[src/rtl/sipo_rx.sv]
// Serial-in parallel-out receiver: LSB-first frames of WIDTH bits with a one-word output buffer.
// Define SIPO_RX_PARITY_EN to append and check one even-parity bit per frame.
module sipo_rx #(
    parameter int unsigned WIDTH = 4
) (
    input  logic             clk,
    input  logic             rst,
    input  logic             mode,
    input  logic             sin,
    input  logic             pready,
    output logic [WIDTH-1:0] pout,
    output logic             pvalid,
    output logic             ovr,
    output logic             perr
);

    localparam int unsigned CntW = (WIDTH > 2) ? $clog2(WIDTH) : 1;
    localparam logic [CntW-1:0] LastCnt = CntW'(WIDTH - 1);

`ifdef SIPO_RX_PARITY_EN
    typedef enum logic [1:0] {StIdle, StData, StPar} state_e;
`else
    typedef enum logic [1:0] {StIdle, StData} state_e;
`endif

    state_e           state_q, state_d;
    logic [CntW-1:0]  cnt_q, cnt_d;
    logic [WIDTH-1:0] shreg_q, shreg_d;
    logic [WIDTH-1:0] pout_q, pout_d;
    logic             pvalid_q, pvalid_d;
    logic             ovr_q, ovr_d;
    logic             perr_q, perr_d;
    logic [WIDTH-1:0] shifted;
    logic [WIDTH-1:0] word;
    logic             word_done;

    assign shifted = {sin, shreg_q[WIDTH-1:1]};

    always_comb begin
        state_d   = state_q;
        cnt_d     = cnt_q;
        shreg_d   = shreg_q;
        pout_d    = pout_q;
        pvalid_d  = pvalid_q;
        ovr_d     = ovr_q;
        perr_d    = 1'b0;
        word      = shifted;
        word_done = 1'b0;

        if (!mode) begin
            state_d = StIdle;
            cnt_d   = '0;
        end else begin
            unique case (state_q)
                StIdle, StData: begin
                    shreg_d = shifted;
                    if (cnt_q == LastCnt) begin
                        cnt_d = '0;
`ifdef SIPO_RX_PARITY_EN
                        state_d = StPar;
`else
                        state_d   = StIdle;
                        word_done = 1'b1;
`endif
                    end else begin
                        cnt_d   = cnt_q + CntW'(1);
                        state_d = StData;
                    end
                end
`ifdef SIPO_RX_PARITY_EN
                StPar: begin
                    state_d = StIdle;
                    word    = shreg_q;
                    // Even parity: data bits plus parity bit must XOR to zero.
                    if (^{shreg_q, sin}) begin
                        perr_d = 1'b1;
                    end else begin
                        word_done = 1'b1;
                    end
                end
`endif
                default: state_d = StIdle;
            endcase
        end

        // A completed word may replace one being accepted on the same edge.
        if (word_done) begin
            if (!pvalid_q || pready) begin
                pout_d   = word;
                pvalid_d = 1'b1;
            end else begin
                ovr_d = 1'b1;
            end
        end else if (pvalid_q && pready) begin
            pvalid_d = 1'b0;
        end
    end

    always_ff @(posedge clk or negedge rst) begin
        if (!rst) begin
            state_q  <= StIdle;
            cnt_q    <= '0;
            shreg_q  <= '0;
            pout_q   <= '0;
            pvalid_q <= 1'b0;
            ovr_q    <= 1'b0;
            perr_q   <= 1'b0;
        end else begin
            state_q  <= state_d;
            cnt_q    <= cnt_d;
            shreg_q  <= shreg_d;
            pout_q   <= pout_d;
            pvalid_q <= pvalid_d;
            ovr_q    <= ovr_d;
            perr_q   <= perr_d;
        end
    end

    assign pout   = pout_q;
    assign pvalid = pvalid_q;
    assign ovr    = ovr_q;
`ifdef SIPO_RX_PARITY_EN
    assign perr = perr_q;
`else
    assign perr = 1'b0;
`endif

endmodule
[config.mk]
export PLATFORM = sky130hd
export DESIGN_NAME = sipo_rx
export DESIGN_NICKNAME = d
export VERILOG_FILES = /design/src/rtl/sipo_rx.sv
export SDC_FILE = /design/constraint.sdc
export NUM_CORES = 1
export LEC_CHECK = 0
export ABC_AREA = 1
export CORE_AREA = 2 2 39 41
export CTS_CLUSTER_DIAMETER = 50
export DETAILED_ROUTE_END_ITERATION = 12
export DIE_AREA = 0 0 41 43
export GPL_ROUTABILITY_DRIVEN = 0
export GPL_TIMING_DRIVEN = 0
export PLACE_DENSITY = 0.64
export SLEW_MARGIN = 40
export SYNTH_ARGS = -nofsm -noshare
export SYNTH_HDL_FRONTEND = slang
export SYNTH_SLANG_ARGS = --single-unit
[constraint.sdc]
create_clock -name clk -period 1.12 [get_ports clk]
set_input_delay 0.168 -clock clk [delete_from_list [all_inputs] [get_ports clk]]
set_output_delay 0.168 -clock clk [all_outputs]
set_load 0.1 [all_outputs]
==> impl_metrics.py <==
metrics = {
    "outcome": {
        "status": "complete, no violations",
    },
    "clock_network": {
        "cts.reportedPaths.clkPinSlew_ns": 0.07,
        "cts_buffers": 3,
        "clk-insertion-delay-late_ns": 0.26,
        "clockRootBuffer": "sky130_fd_sc_hd__clkbuf_4",
        "cts.sinks": 11,
        "clock_tree.buffer_depth": 2,
        "tritoncts_clock_tree": "built",
        "cts_post_setup_buffers_inserted": 0,
        "number_of_h_tree_levels": 1,
    },
    "floorplan": {
        "fp-row-count": 14,
        "floorplan.initialDensity_pct": 31.83,
        "design.core.area_um2": 1384,
        "boundaryPins": 12,
        "chip_height_um": 43,
        "die_w_um": 41,
        "design.die.area_um2": 1763,
    },
    "power": {
        "p_leak_nw": 0.3113,
        "vdd_drop_max_mv": 0.8601,
        "share_seq_of_total_power_pct": 37.9,
        "internal-power_w": 0.0007218,
        "power.clock.fraction_pct": 19.2,
        "power.net_switching_w": 0.0006190,
        "power_switching_share_pct": 46.17,
        "fin_total_pwr_w": 0.001341,
        "cellPowerDensity_nw_per_um2": 2295,
        "comb_power_share_pct": 42.9,
    },
    "layout": {
        "drive_above_1_share_pct": 32.20,
        "post-route-cell-area_um2": 584.3,
        "multi_input_comb_area_um2": 137.6,
        "filler_cell_count": 145,
        "area.sequential_um2": 284.0,
        "flow.area_growth_from_synthesis_pct": 32.67,
        "antenna-diode-count": 0,
        "num-nets-final": 66,
    },
    "routing": {
        "remaining_drc_errors": 0,
        "vias": 319,
        "drt_pass1_iterations": 2,
        "postRouteAntennaNets": 0,
        "post_drt_via_cell_ratio": 4.253,
        "postRouteWirelength_um": 727,
        "routed_wire_length_per_instance_um": 9.693,
        "drt_first_iter_violations": 10,
    },
    "yosys": {
        "top_post_synthesis_cells_by_area": "sky130_fd_sc_hd__dfrtp_1 63%, sky130_fd_sc_hd__nand2_1 13%, sky130_fd_sc_hd__nand3_1 4.5%, sky130_fd_sc_hd__inv_1 3.4%, sky130_fd_sc_hd__ha_1 2.8%",
        "ys.flop_type": "sky130_fd_sc_hd__dfrtp_1",
        "synth_cell_types": 14,
        "synthTopCellsByCount": "15 x sky130_fd_sc_hd__nand2_1, 11 x sky130_fd_sc_hd__dfrtp_1, 4 x sky130_fd_sc_hd__inv_1, 4 x sky130_fd_sc_hd__nand3_1, 2 x sky130_fd_sc_hd__nand2_2",
        "synth_top_area_share_pct": 62.50,
        "yosys_register_bits": 11,
        "synth_enable_flop_cells": 0,
        "synth.largest_area_cell": "sky130_fd_sc_hd__dfrtp_1",
        "synth_async_sr_flop_share_pct": 100.0,
        "synth.net_count": 51,
        "mappedNetlistArea_um2": 440.4,
        "yosys_warnings": 0,
        "seq_area_frac_synth_pct": 62.50,
        "mean_area_per_synthesized_cell_um2": 9.787,
        "postSynthCellCount": 45,
        "synth.most_common_cell": "sky130_fd_sc_hd__nand2_1",
    },
    "global_route": {
        "grt_first_pass_wirelength_um": 1235,
        "maximum_number_of_pins_on_one_net_before_global_route_repair": 12,
        "antenna_found_initial": 0,
        "number_of_global_route_vias_before_repair": 315,
        "grt_overflow_total": 0,
        "global_route.usage.total_pct": 11.31,
    },
    "timing": {
        "finalHoldViolCount": 0,
        "finalClockSkew_ns": 0.004226,
        "final_period_minus_worst_setup_slack_ns": 1.094,
        "grt_setup_unrepaired": "false",
        "fmaxAchievable_ghz": 0.9143,
        "setup-violations-final": 0,
        "minimum_hold_slack_ns": 0.2328,
        "share_of_the_clock_period_used_by_the_worst_path_after_layout_pct": 97.65,
        "report.final.slew_viol_count": 0,
    },
    "critical_path": {
        "worst_path_max_delay_cell": "sky130_fd_sc_hd__dfrtp_4",
        "critPathRequiredTime_ns": 0.95,
        "timing.critical_path.from_type": "register",
        "crit_path_cell_trace": "buf_6",
        "critical_path.endpoint_type": "primary output",
        "timing.critical_path.buf_inv": 1,
        "critical_path_peak_fanout": 2,
        "critical_path.top_delay_family": "flip-flops",
        "worst-endpoint-arrival_ns": 0.93,
        "timing.setup.critical_path_class": "reg2out",
        "critPathMaxStageDelay_ns": 0.48,
    },
    "hold_path": {
        "timing.hold.worst.class": "in2async",
    },
    "place": {
        "io_buffers": 10,
        "detailed_place.area_um2": 539.3,
        "dp_hpwl_um": 541.1,
    },
    "job": {
        "max-cap-violations": 0,
    },
}
==> cell usage in the layout, fill, tap and decap left out <==
cell type,instances
sky130_fd_sc_hd__nor2_1,1
sky130_fd_sc_hd__clkinv_2,1
sky130_fd_sc_hd__o21ai_1,1
sky130_fd_sc_hd__nand3_1,4
sky130_fd_sc_hd__ha_1,1
sky130_fd_sc_hd__conb_1,1
sky130_fd_sc_hd__dfrtp_4,1
sky130_fd_sc_hd__nand2_1,15
sky130_fd_sc_hd__clkbuf_1,1
sky130_fd_sc_hd__nand2_2,2
sky130_fd_sc_hd__buf_4,6
sky130_fd_sc_hd__dfrtp_1,6
sky130_fd_sc_hd__dfrtp_2,4
sky130_fd_sc_hd__nand2_4,1
sky130_fd_sc_hd__clkbuf_4,3
sky130_fd_sc_hd__clkdlybuf4s50_1,4
sky130_fd_sc_hd__o21bai_1,1
sky130_fd_sc_hd__inv_1,4
sky130_fd_sc_hd__o21ai_0,1
sky130_fd_sc_hd__buf_6,1
==> power groups by stage <==
stage,clock network (W),registers (W),logic (W)
after floorplan,0,0.000888,0.0000799
after global placement,0,0.000514,0.000592
after detailed placement,0,0.000514,0.000546
after CTS,0.000274,0.000510,0.000579
after global routing,0.000294,0.000517,0.000608
final,0.000258,0.000508,0.000575
==> area by class of cell <==
class                   instances  share of cell area [%]
flip-flops and latches         11                   48.61
well taps                      16                   3.426
inverters                       5                   3.426
clock buffers                   4                   4.497
plain buffers                   1                   1.285
multi-input cells              28                   23.55
repair buffers                 10                   15.20
==> cells by family after synthesis <==
logic type                 after synthesis  share of synthesized area, %
and+or+nand+nor                         23                         23.58
DFF                                     11                         62.50
buffers and inverters                    6                         6.249
AOI/OAI and AO/OA                        3                         3.976
adders and majority gates                1                         2.840
other                                    1                        0.8515
==> state kept, by name (all words and copies together), names as in the netlist <==
signal and flops:
cnt_q 2, pvalid 1, shreg_q 3, pout 4
ovr 1
==> worst paths after layout <==
| check | startpoint | end | slack (ns) | cells after the start |
|---|---|---|---|---|
| min | rst | pout[0] | 0.23 | 1 |
| min reg2reg | cnt_q[0] | cnt_q[0] | 0.44 | 1 |
| min in group clk | cnt_q[0] | cnt_q[0] | 0.44 | 1 |
| max reg2reg | cnt_q[0] | pout[3] | 0.09 | 5 |
| max in group asynchronous | rst | pvalid | 0.51 | 1 |
| max | pvalid | pvalid | 0.03 | 1 |
==> metrics by stage <==
step	std cells	setup slack, ns	TNS [ns]	utilization (%)
global route	75	0.0009002	0	42.22
CTS	75	0.01303	0	42.22
global placement	71	-0.5600	-3.491	41.14
floorplan	45	-0.02560	-0.02560	-
detailed placement	71	-0.1139	-0.4453	38.97
finish	75	0.02627	0	42.22
==> layer usage <==
metal | wire (um) | up-vias | track usage [%] | share of wire, %
li1 | - | 165 | - | -
met2 | 336 | 12 | 16.56 | 46
met1 | 321 | 140 | 11.49 | 44
met4 | 8 | 0 | 12.00 | 1.1
met5 | 0 | - | 0 | 0
met3 | 60 | 2 | 3.141 | 8.3
==> what timing repair did <==
action / CTS / global route
gates resized for setup: 7 / 0
setup endpoints to repair: 6 / 0
hold buffers: 0 / 0
Note: power is estimated with default switching activity, not from simulation.
